[config.mk]
export PLATFORM = sky130hd
export DESIGN_NAME = exec_mem_unit
export DESIGN_NICKNAME = d
export VERILOG_FILES = /design/src/rtl/exec_mem_unit.sv
export SDC_FILE = /design/constraint.sdc
export NUM_CORES = 1
export LEC_CHECK = 0
export ABC_AREA = 1
export BUFFER_PORTS_ARGS = -buffer_cell sky130_fd_sc_hd__clkbuf_2
export CAP_MARGIN = 20
export CORE_AREA = 3 3 150 152
export DETAILED_ROUTE_END_ITERATION = 10
export DIE_AREA = 0 0 153 155
export SLEW_MARGIN = 5
export SYNTH_ARGS = -nofsm -noshare
export SYNTH_HDL_FRONTEND = slang
export SYNTH_SLANG_ARGS = --single-unit
[constraint.sdc]
create_clock -name clk -period 2.3 [get_ports clk]
set_input_delay 0.115 -clock clk [delete_from_list [all_inputs] [get_ports clk]]
set_output_delay 0.115 -clock clk [all_outputs]
set_load 0.05 [all_outputs]
[src/rtl/exec_mem_unit.sv]
// Execute stage of the PDP8 pipeline: runs memory-reference instructions and OP7 NOP,
// owns PC, AC and Link, and talks to memory through a single-outstanding rd/wr port.
package exec_mem_pkg;
  localparam int ADDR_W = 12;
  localparam int DATA_W = 12;

  typedef struct packed {
    logic              nop;
    logic              op_and;
    logic              op_tad;
    logic              op_isz;
    logic              op_dca;
    logic              op_jms;
    logic              op_jmp;
    logic [ADDR_W-1:0] mem_inst_addr;
  } pdp_mem_opcode_t;

  typedef struct packed {
    logic nop;
    logic cla;
    logic cll;
    logic cma;
    logic cml;
    logic iac;
    logic rar;
    logic ral;
    logic rtr;
    logic rtl;
    logic bsw;
    logic sma;
    logic sza;
    logic snl;
    logic skp;
    logic osr;
    logic hlt;
  } pdp_op7_opcode_t;
endpackage

module exec_mem_unit
  import exec_mem_pkg::*;
#(
  parameter int ADDR_WIDTH = ADDR_W,
  parameter int DATA_WIDTH = DATA_W
) (
  input  logic                  clk,
  input  logic                  reset_n,
  input  logic [ADDR_WIDTH-1:0] base_addr,
  input  pdp_mem_opcode_t       pdp_mem_opcode,
  input  pdp_op7_opcode_t       pdp_op7_opcode,
  output logic                  stall,
  output logic [ADDR_WIDTH-1:0] PC_value,
  output logic                  exec_rd_req,
  output logic [ADDR_WIDTH-1:0] exec_rd_addr,
  input  logic [DATA_WIDTH-1:0] exec_rd_data,
  output logic                  exec_wr_req,
  output logic [ADDR_WIDTH-1:0] exec_wr_addr,
  output logic [DATA_WIDTH-1:0] exec_wr_data,
  output logic [DATA_WIDTH-1:0] ac_out,
  output logic                  link_out
);

  typedef enum logic [2:0] {INIT, IDLE, RD, RD_WAIT, WR, DONE} state_t;
  typedef enum logic [2:0] {OP_AND, OP_TAD, OP_ISZ, OP_DCA, OP_JMS, OP_JMP} op_t;

  state_t                state;
  op_t                   op;
  logic [ADDR_WIDTH-1:0] ea;
  logic [DATA_WIDTH-1:0] md;
  logic [DATA_WIDTH:0]   tad_sum;
  logic                  mem_hit;

  assign tad_sum = {1'b0, ac_out} + {1'b0, exec_rd_data};
  assign mem_hit = pdp_mem_opcode.op_and | pdp_mem_opcode.op_tad | pdp_mem_opcode.op_isz |
                   pdp_mem_opcode.op_dca | pdp_mem_opcode.op_jms | pdp_mem_opcode.op_jmp;

  always_ff @(posedge clk or negedge reset_n) begin
    if (!reset_n) begin
      state        <= INIT;
      op           <= OP_AND;
      ea           <= '0;
      md           <= '0;
      stall        <= 1'b1;
      PC_value     <= '0;
      exec_rd_req  <= 1'b0;
      exec_rd_addr <= '0;
      exec_wr_req  <= 1'b0;
      exec_wr_addr <= '0;
      exec_wr_data <= '0;
      ac_out       <= '0;
      link_out     <= 1'b0;
    end else begin
      exec_rd_req <= 1'b0;
      exec_wr_req <= 1'b0;
      case (state)
        INIT: begin
          PC_value <= base_addr;
          stall    <= 1'b0;
          state    <= IDLE;
        end
        IDLE: begin
          if (mem_hit) begin
            stall <= 1'b1;
            ea    <= pdp_mem_opcode.mem_inst_addr;
            // Priority chain resolves illegal multi-flag encodings deterministically.
            if (pdp_mem_opcode.op_and || pdp_mem_opcode.op_tad || pdp_mem_opcode.op_isz) begin
              op           <= pdp_mem_opcode.op_and ? OP_AND :
                              pdp_mem_opcode.op_tad ? OP_TAD : OP_ISZ;
              exec_rd_req  <= 1'b1;
              exec_rd_addr <= pdp_mem_opcode.mem_inst_addr;
              state        <= RD;
            end else if (pdp_mem_opcode.op_dca || pdp_mem_opcode.op_jms) begin
              op           <= pdp_mem_opcode.op_dca ? OP_DCA : OP_JMS;
              exec_wr_req  <= 1'b1;
              exec_wr_addr <= pdp_mem_opcode.mem_inst_addr;
              exec_wr_data <= pdp_mem_opcode.op_dca ? ac_out : (PC_value + 1'b1);
              state        <= WR;
            end else begin
              op    <= OP_JMP;
              state <= DONE;
            end
          end else if (pdp_mem_opcode.nop || (|pdp_op7_opcode)) begin
            PC_value <= PC_value + 1'b1;
          end
        end
        RD: state <= RD_WAIT;
        RD_WAIT: begin
          md    <= exec_rd_data;
          state <= DONE;
          case (op)
            OP_AND: ac_out <= ac_out & exec_rd_data;
            OP_TAD: begin
              ac_out   <= tad_sum[DATA_WIDTH-1:0];
              link_out <= link_out ^ tad_sum[DATA_WIDTH];
            end
            OP_ISZ: begin
              md           <= exec_rd_data + 1'b1;
              exec_wr_req  <= 1'b1;
              exec_wr_addr <= ea;
              exec_wr_data <= exec_rd_data + 1'b1;
              state        <= WR;
            end
            default: ;
          endcase
        end
        WR: begin
          if (op == OP_DCA) ac_out <= '0;
          state <= DONE;
        end
        DONE: begin
          case (op)
            OP_JMP:  PC_value <= ea;
            OP_JMS:  PC_value <= ea + 1'b1;
            OP_ISZ:  PC_value <= (md == '0) ? (PC_value + 2'd2) : (PC_value + 1'b1);
            default: PC_value <= PC_value + 1'b1;
          endcase
          stall <= 1'b0;
          state <= IDLE;
        end
        default: state <= INIT;
      endcase
    end
  end

endmodule

==> results of run 1 <==
-- state kept, by name, indices dropped and copies added (netlist names) --
register / count
stall: 1
exec_wr_addr: 12
exec_wr_data: 12
ac_out: 12
link_out: 1
md: 12
exec_wr_req: 1
ea: 12
PC_value: 12
exec_rd_req: 1
state: 3
op: 3
exec_rd_addr: 12
-- final timing paths --
kind / endpoint / depth (start not counted) / startpoint / slack, ns
worst max register to register: PC_value[3] / 9 / PC_value[1] / 0.30
worst min-delay path: exec_rd_addr[11] / 3 / pdp_mem_opcode[11] / 0.003
worst max-delay path: PC_value[3] / 9 / PC_value[1] / 0.30
worst min register to register: exec_rd_addr[4] / 2 / exec_rd_addr[4] / 0.47
max in group asynchronous: exec_rd_addr[1] / 3 / reset_n / 1.27
min in group asynchronous: exec_rd_addr[5] / 2 / reset_n / 0.32
-- routing by layer --
| layer | part of all wire | global-route usage | vias up | routed length (µm) |
|---|---|---|---|---|
| li1 | - | - | 3263 | - |
| met1 | 0.45 | 0.238 | 3063 | 9600 |
| met2 | 0.47 | 0.300 | 212 | 10100 |
| met3 | 0.052 | 0.0278 | 38 | 1110 |
| met4 | 0.021 | 0.0479 | 0 | 455 |
| met5 | 0 | 0 | - | 0 |
-- repair_timing --
action / 4_1_cts / 5_1_grt
endpoints found under the setup margin: 0 / 0
endpoints found under the hold margin: 41 / 0
hold buffers: 3 / 0
-- report_power, final --
group          switching, mW  leakage (nW)  internal (mW)  total, mW
Sequential             0.799          1.14           2.46       3.26
Clock                  0.685         0.145          0.908       1.59
Combinational           5.34          2.64           1.98       7.32
-- cells by family after synthesis --
| kind of cell | after synthesis |
|---|---|
| buffers and inverters | 132 |
| DFF | 94 |
| AOI/OAI and AO/OA | 154 |
| and+or+nand+nor | 508 |
| xor gates and xnor gates | 20 |
| adders and majority gates | 17 |
-- Yosys cell counts, types with 3 or more instances --
| cell type | count | area [µm²] |
|---|---|---|
| a21oi_1 | 43 | 215 |
| xnor2_1 | 4 | 35.0 |
| buf_4 | 5 | 37.5 |
| nand2_2 | 3 | 18.8 |
| nand4_1 | 14 | 87.6 |
| o221ai_1 | 4 | 35.0 |
| dfrtp_1 | 93 | 2330 |
| nor2_4 | 5 | 56.3 |
| nand3_1 | 67 | 335 |
| inv_1 | 97 | 364 |
| nor2_1 | 86 | 323 |
| nor3_1 | 12 | 60.1 |
| clkbuf_1 | 6 | 22.5 |
| xor2_1 | 16 | 140 |
| ha_1 | 16 | 200 |
| o21ai_0 | 65 | 325 |
| nor2_2 | 5 | 31.3 |
| buf_2 | 15 | 75.1 |
| nand2_1 | 303 | 1140 |
| o211ai_1 | 16 | 120 |
| o2bb2ai_1 | 4 | 35.0 |
| inv_2 | 4 | 15.0 |
| a31oi_1 | 15 | 93.8 |
-- cell usage in the layout (no fill, tap or decap), drive strengths merged, types with 3 or more instances in the layout --
cell type and count:
o21ai 66, o211ai 16, xnor2 4, dfrtp 93, nand3 69, nor2 96
inv 103, dlygate4sd3 3, o221ai 4, nand4 14, a31oi 15, ha 16
buf 19, nor3 13, xor2 16, o2bb2ai 4, clkbuf 136, nand2 308
a21oi 45
-- worst register-to-register path, stage by stage, from the launching register on --
cell	delay [ns]
dfrtp_1	0.46
ha_1	0.33
nand2_1	0.12
xnor2_1	0.35
inv_1	0.14
nand2_1	0.08
o21ai_0	0.07
o21ai_0	0.17
nand2_1	0.08
a21oi_1	0.12
-- through the flow --
stage / instances / util / total power [mW] / setup WS [ns] / hold WS (ns)
3_5_place_dp: 1315 / 0.346 / 10.6 / 0.350 / 0.163
3_3_place_gp: 1315 / 0.346 / 10.5 / 0.406 / 0.161
2_1_floorplan: 925 / - / 8.51 / 0.138 / -0.181
4_1_cts: 1334 / 0.362 / 12.2 / 0.336 / 0.000947
6_report: 1334 / 0.362 / 12.2 / 0.303 / 0.00261
5_1_grt: 1334 / 0.362 / 13.1 / 0.127 / 0.0189
-- final cells by class --
class / count / area [µm²]
clock inverter: 4 / 53.8
timing repair buffer: 146 / 806
multi-input combinational: 699 / 3450
sequential: 94 / 2350
tap: 275 / 344
clock buffer: 12 / 256
fill: 2286 / 13500
inverter: 104 / 393
==> summary.txt, run 1 <==
outcome: completed
clock tree root buffer cell: clkbuf_16
CTS sink count: 94
syn avg cell area: 6.87 µm²
# diodes: 0
largest family of logic cells by synthesized area: simple AND/OR/NAND/NOR gates
htree depth: 3
DR pass1 iterations: 5
Synth Flop Type: dfrtp_1
CORE AREA: 21,200 µm²
vias in the first global route: 6,344
Tot GR Track Use: 0.177
total grt overflow: 0
worst endpoint data arrival time: 2.28 ns
Die Wd: 153 µm
Synth Area in Adders: 0.0347
via count: 6,576
CTS Buf Count: 9
pin count of the biggest net entering global routing: 55
Port Buffer Count: 125
Setup crit start kind: flop
synth-to-layout area growth: 20.6%
post-synthesis mux area share: 0
WL/cell: 15.9 µm
CP Buf/Inv Count: 1
sequential element share of the synthesized area: 0.371
CP most frequent cell: nand2_1
CP max stage cell: dfrtp_1
Gate Count Post-Synth: 925
CTS tree: built
power per cell area: 1590 nW/µm²
Synthesis Warnings: 0
# rows: 53
Critical Path Sink Type: flop
Tcrit/Tclk final: 0.868
library cells used by synthesis: 46
Final Net Count: 1,133
worst endpoint required time: 2.58 ns
RSZ-0062 raised after global routing: no
Final GP Congestion: 0.901
CP top delay family: flip-flops
CTS resizes: 0
worst skew pair latency: 0.35 ns
CP max FO: 7
asr flop ratio synth: 1.00
final setup TNS: 0 ns
final instance area: 7660 µm²
CTS clk-pin slew, worst paths: 0.07 ns
post-synthesis cell area: 6350 µm²
compound-gate portion of the synthesized area: 0.139
CTS Buffer Depth: 2
final setup fails: 0
xor and xnor fraction of the mapped netlist area: 0.0276
setup bufs post-CTS: 0
first-pass GRT wire length: 34.0 mm
Worst Skew: 0.00762 ns
Yosys reg bits: 94
layout cell share with drive strength beyond 1: 0.177
die footprint: 23,700 µm²
antenna viol nets, final: 0
DP HPWL: 16.7 mm
max_cap viols: 0
final slew viol count: 0
Slew headroom: 0.592
Crit path largest cell delay: 0.46 ns
crit path cell chain: ha_1 -> nand2_1 -> xnor2_1 -> inv_1 -> nand2_1 -> o21ai_0 -> o21ai_0 -> nand2_1 -> a21oi_1
Final Hold Viols: 0
drt via density: 4.93
Post-Route WL: 21.3 mm
leakage: 3.92 nW
Setup CP Type: flop to flop
Period minus WS final: 2.00 ns
simple-gate portion of the synthesized area: 0.342
Peak supply drop: 0.551 mV
drt drc: 0
Peak Freq: 0.501 GHz
chip height: 155 µm
Ports: 126
dpl cell area: 7320 µm²
Initial Utilization: 0.300
EDFF count, synth: 0
initial antenna violation count: 0
Mapped Nets: 1,004
Least-Margin Pin Slew: 0.612 ns
Starting DRT DRC Count: 498
HP Class: primary input to flop
(Power assumes the default switching activity.)
==> inputs of run 2 (changes only) <==
==> constraint.sdc (replaced) <==
create_clock -name clk -period 2.3 [get_ports clk]
set_input_delay 0.46 -clock clk [delete_from_list [all_inputs] [get_ports clk]]
set_output_delay 0.46 -clock clk [all_outputs]
set_load 0.05 [all_outputs]
==> summary.txt, run 2 (synthesis results as in run 1) <==
initial antenna violation count: 0 (unchanged)
CTS sink count: 94 (unchanged)
Critical Path Source: ac_out[0] (was PC_value[1])
layout cell share with drive strength beyond 1: 0.175 (was 0.177)
final setup fails: 0 (unchanged)
CTS Buffer Depth: 2 (unchanged)
die footprint: 23,700 µm² (unchanged)
# diodes: 0 (unchanged)
Setup CP Type: flop to flop (unchanged)
HP Class: primary input to async pin (was primary input to flop)
CP max FO: 5 (was 7)
htree depth: 3 (unchanged)
via count: 6,564 (was 6,576)
Tot GR Track Use: 0.172 (was 0.177)
Port Buffer Count: 125 (unchanged)
final slew viol count: 0 (unchanged)
CTS Hold Buffers Added: 0 (was 3)
RSZ-0062 raised after global routing: no (unchanged)
setup bufs post-CTS: 0 (unchanged)
dpl cell area: 7310 µm² (was 7320 µm²)
CTS clk-pin slew, worst paths: 0.07 ns (about the same)
CTS tree: built (unchanged)
worst r2r src: ac_out[0] (was PC_value[1])
max_cap viols: 0 (unchanged)
worst skew pair latency: 0.36 ns (was 0.35 ns)
final core occ: 0.359 (was 0.362)
CTS Buf Count: 9 (unchanged)
Final Net Count: 1,129 (was 1,133)
Final GP Congestion: 0.961 (was 0.901)
total grt overflow: 0 (unchanged)
# rows: 53 (unchanged)
Final Hold Viols: 0 (unchanged)
Tcrit/Tclk final: 0.892 (was 0.868)
Initial Utilization: 0.300 (unchanged)
WL/cell: 15.5 µm (was 15.9 µm)
first-pass GRT wire length: 32.8 mm (was 34.0 mm)
Ports: 126 (unchanged)
antenna viol nets, final: 0 (unchanged)
Die Wd: 153 µm (unchanged)
vias in the first global route: 6,185 (was 6,344)
Slew headroom: 0.649 (was 0.592)
Post-Route WL: 20.7 mm (was 21.3 mm)
leading cell types in the layout, fill and taps excluded: 303 x nand2_1, 124 x clkbuf_2, 97 x inv_1, 93 x dfrtp_1, 86 x nor2_1 (unchanged)
Least-Margin Pin Slew: 0.526 ns (was 0.612 ns)
clock tree root buffer cell: clkbuf_16 (unchanged)
worst endpoint required time: 2.53 ns (was 2.58 ns)
Worst Skew: 0.0132 ns (was 0.00762 ns)
Peak supply drop: 0.553 mV (was 0.551 mV)
pin count of the biggest net entering global routing: 43 (was 55)
Starting DRT DRC Count: 555 (was 498)
DP HPWL: 16.4 mm (was 16.7 mm)
CORE AREA: 21,200 µm² (unchanged)
power per cell area: 1580 nW/µm² (was 1590 nW/µm²)
final setup TNS: 0 ns (unchanged)
outcome: completed (unchanged)
Period minus WS final: 2.05 ns (was 2.00 ns)
Final Non-Filler Cells: 1,330 (was 1,334)
DP Cell Count: 1,314 (was 1,315)
chip height: 155 µm (unchanged)
leakage: 3.89 nW (was 3.92 nW)
DR pass1 iterations: 7 (was 5)
final instance area: 7590 µm² (was 7660 µm²)
drt via density: 4.94 (was 4.93)
CTS resizes: 0 (unchanged)
drt drc: 0 (unchanged)
synth-to-layout area growth: 19.5% (was 20.6%)
Setup crit start kind: flop (unchanged)
Peak Freq: 0.487 GHz (was 0.501 GHz)
most common cell after layout, fill and taps aside: nand2_1 (unchanged)
Critical Path Sink Type: flop (unchanged)
worst endpoint data arrival time: 2.28 ns (about the same)
==> run 2: cell count changes in the layout (fill, tap and decap cells not counted), sizes merged <==
| cell | delta |
|---|---|
| bufinv | -1 |
| dlygate4sd3 | -3 |
| buf | -1 |
| clkinv | +1 |
==> run 2: critical path: stages (launching register included) <==
cell	delay (ns)
dfrtp_1	0.45
ha_1	0.21
inv_1	0.08
fa_1	0.40
inv_1	0.09
nand3_1	0.07
nand2_1	0.15
nand3_1	0.10
and3_1	0.17
nor3_1	0.11
o21ai_0	0.10
==> run 2: path summary, 6_finish.rpt <==
check	end	slack, ns	cells past startpoint
min in group clk	ea[9]	0.36	3
setup reg to reg	ac_out[8]	0.25	10
setup / recovery	ac_out[8]	0.25	10
hold / removal	exec_rd_addr[5]	0.08	1
max in group asynchronous	stall	1.57	2
hold reg to reg	exec_rd_addr[5]	0.47	2
==> run 2: cell type report <==
| cell class | instances | area (µm²) |
|---|---|---|
| fillers | 2276 | 13600 |
| multi-input cells | 699 | 3450 |
| flip-flops and latches | 94 | 2350 |
| repair buffers | 142 | 768 |
| inverters | 104 | 393 |
| well taps | 275 | 344 |
| clock buffers | 12 | 246 |
| clock inverters | 4 | 32.5 |
==> run 2: power breakdown <==
| part | switching [mW] | leakage, nW | internal [mW] |
|---|---|---|---|
| combinational | 5.29 | 2.62 | 1.98 |
| clock | 0.683 | 0.129 | 0.771 |
| sequential | 0.796 | 1.14 | 2.46 |
==> run 2: per-layer routing <==
layer	global-route usage	part of all wire
met5	0	0
met1	0.232	0.44
met3	0.0248	0.064
met2	0.288	0.48
met4	0.0484	0.020
==> run 2: per-stage QoR <==
step / setup slack [ns] / total power [mW] / hold slack [ns]
5_1_grt: 0.0868 / 12.9 / 0.0990
6_report: 0.248 / 12.0 / 0.0765
4_1_cts: 0.269 / 12.0 / 0.0830
3_5_place_dp: 0.0997 / 10.5 / 0.457
2_1_floorplan: 0.138 / 8.51 / 0.164
3_3_place_gp: 0.156 / 10.5 / 0.452
==> inputs of run 3 (changes only) <==
Settings changed: REMOVE_ABC_BUFFERS set to 1.
==> summary.txt, run 3 (synthesis results as in run 1) <==
outcome: completed (unchanged)
total grt overflow: 0 (unchanged)
htree depth: 3 (unchanged)
drt drc: 0 (unchanged)
final slew viol count: 0 (unchanged)
drt via density: 4.89 (was 4.94)
Least-Margin Pin Slew: 0.598 ns (was 0.526 ns)
Crit Reg-Reg Endpoint: PC_value[3] (was ac_out[8])
initial antenna violation count: 1 (was 0)
synth-to-layout area growth: 20.5% (was 19.5%)
Die Wd: 153 µm (unchanged)
CTS Buf Count: 9 (unchanged)
Peak Freq: 0.508 GHz (was 0.487 GHz)
worst endpoint data arrival time: 2.25 ns (was 2.28 ns)
worst r2r src: PC_value[1] (was ac_out[0])
Final Net Count: 1,130 (was 1,129)
Period minus WS final: 1.97 ns (was 2.05 ns)
# diodes: 0 (unchanged)
Final Hold Viols: 0 (unchanged)
reg2reg setup slack: 0.33 ns (was 0.25 ns)
CTS Hold Buffers Added: 0 (unchanged)
layout cell share with drive strength beyond 1: 0.177 (was 0.175)
most common cell after layout, fill and taps aside: nand2_1 (unchanged)
Tcrit/Tclk final: 0.855 (was 0.892)
Critical Path Source: PC_value[1] (was ac_out[0])
internal cell power: 5.44 mW (was 5.21 mW)
dpl ws: 0.168 ns (was 0.0997 ns)
worst endpoint required time: 2.58 ns (was 2.53 ns)
CP max FO: 7 (was 5)
CTS sink count: 94 (unchanged)
Slew headroom: 0.598 (was 0.649)
pin count of the biggest net entering global routing: 43 (unchanged)
power share of the clock group: 0.140 (was 0.121)
max_cap viols: 0 (unchanged)
DP HPWL: 16.4 mm (about the same)
Logic pwr share: 0.594 (was 0.607)
WL/cell: 15.5 µm (about the same)
cells on worst reg2reg path: 9 (was 10)
power per cell area: 1590 nW/µm² (was 1580 nW/µm²)
CTS resizes: 0 (unchanged)
Setup CP Type: flop to flop (unchanged)
leading cell types in the layout, fill and taps excluded: 303 x nand2_1, 124 x clkbuf_2, 97 x inv_1, 93 x dfrtp_1, 86 x nor2_1 (unchanged)
CTS tree: built (unchanged)
CTS Buffer Depth: 2 (unchanged)
Final GP Congestion: 0.910 (was 0.961)
Psw: 6.75 mW (was 6.77 mW)
final setup fails: 0 (unchanged)
clock tree root buffer cell: clkbuf_16 (unchanged)
antenna viol nets, final: 0 (unchanged)
chip height: 155 µm (unchanged)
via count: 6,504 (was 6,564)
CTS clk-pin slew, worst paths: 0.07 ns (about the same)
area of the multi-input gates: 3450 µm² (unchanged)
# rows: 53 (unchanged)
Initial Utilization: 0.300 (unchanged)
Port Buffer Count: 125 (unchanged)
first-pass GRT wire length: 34.1 mm (was 32.8 mm)
Reg power frac: 0.266 (was 0.272)
DR pass1 iterations: 5 (was 7)
final setup TNS: 0 ns (unchanged)
CORE AREA: 21,200 µm² (unchanged)
Peak supply drop: 0.558 mV (was 0.553 mV)
Starting DRT DRC Count: 506 (was 555)
Worst Skew: 0.0131 ns (was 0.0132 ns)
vias in the first global route: 6,433 (was 6,185)
leakage: 3.93 nW (was 3.89 nW)
# fillers: 2,267 (was 2,276)
switching fraction of total power: 0.554 (was 0.565)
Post-Route WL: 20.7 mm (about the same)
Tot GR Track Use: 0.178 (was 0.172)
Worst Setup EP: PC_value[3] (was ac_out[8])
HP Class: primary input to async pin (unchanged)
worst skew pair latency: 0.36 ns (about the same)
Setup crit start kind: flop (unchanged)
Critical Path Sink Type: flop (unchanged)
RSZ-0062 raised after global routing: no (unchanged)
final critical-path setup slack: 0.332 ns (was 0.248 ns)
die footprint: 23,700 µm² (unchanged)
Ports: 126 (unchanged)
setup bufs post-CTS: 0 (unchanged)
Sequential Area: 2350 µm² (unchanged)
-- run 3: per-stage QoR --
step / cell area [µm²] / power (mW) / hold slack [ns] / utilization / instances
detailed placement: 7320 / 10.5 / 0.459 / 0.346 / 1315
CTS: 7650 / 12.3 / 0.120 / 0.362 / 1331
finish: 7650 / 12.2 / 0.0876 / 0.362 / 1331
global route: 7650 / 13.2 / 0.125 / 0.362 / 1331
floorplan: 6200 / 8.31 / 0.164 / - / 897
global placement: 7320 / 10.5 / 0.452 / 0.346 / 1315
-- run 3: cell type report --
class	count	share of cell area
clock buffer	11	0.0317
clock inverter	5	0.0116
inverter	104	0.0513
multi-input combinational	699	0.451
sequential	94	0.308
tap	275	0.0450
timing repair buffer	143	0.101
-- run 3: worst min path at each step --
stage / start / to / slack, ns / cells after the start
after detailed placement: exec_rd_addr[11] / exec_rd_addr[11] / 0.46 / 2
final: reset_n / exec_rd_addr[6] / 0.09 / 1
after floorplan: reset_n / PC_value[0] / 0.16 / 0
after global placement: exec_rd_addr[11] / exec_rd_addr[11] / 0.45 / 2
after CTS: reset_n / exec_rd_addr[4] / 0.12 / 1
after global routing: reset_n / exec_rd_addr[4] / 0.13 / 1
-- run 3: power by group through the flow --
stage / clock network (mW) / logic, mW / registers [mW]
after global routing: 1.80 / 8.04 / 3.37
after floorplan: 0 / 3.42 / 4.89
after detailed placement: 0 / 7.27 / 3.26
after CTS: 1.73 / 7.29 / 3.24
final: 1.70 / 7.24 / 3.24
after global placement: 0 / 7.23 / 3.25
-- run 3: critical path, stage by stage (launching register included) --
cell,delay (ns)
dfrtp_1,0.45
ha_1,0.35
nand2_1,0.13
xnor2_1,0.25
inv_1,0.12
nand2_1,0.08
o21ai_0,0.07
o21ai_0,0.22
nand2_1,0.09
a21oi_1,0.13
-- run 3: per-layer routing --
| metal | global-route usage | routed length (µm) | up-vias |
|---|---|---|---|
| met5 | 0 | 7 | - |
| met4 | 0.0407 | 301 | 2 |
| met1 | 0.237 | 9420 | 3020 |
| met3 | 0.0312 | 1090 | 25 |
| met2 | 0.303 | 9860 | 187 |
| li1 | - | - | 3270 |
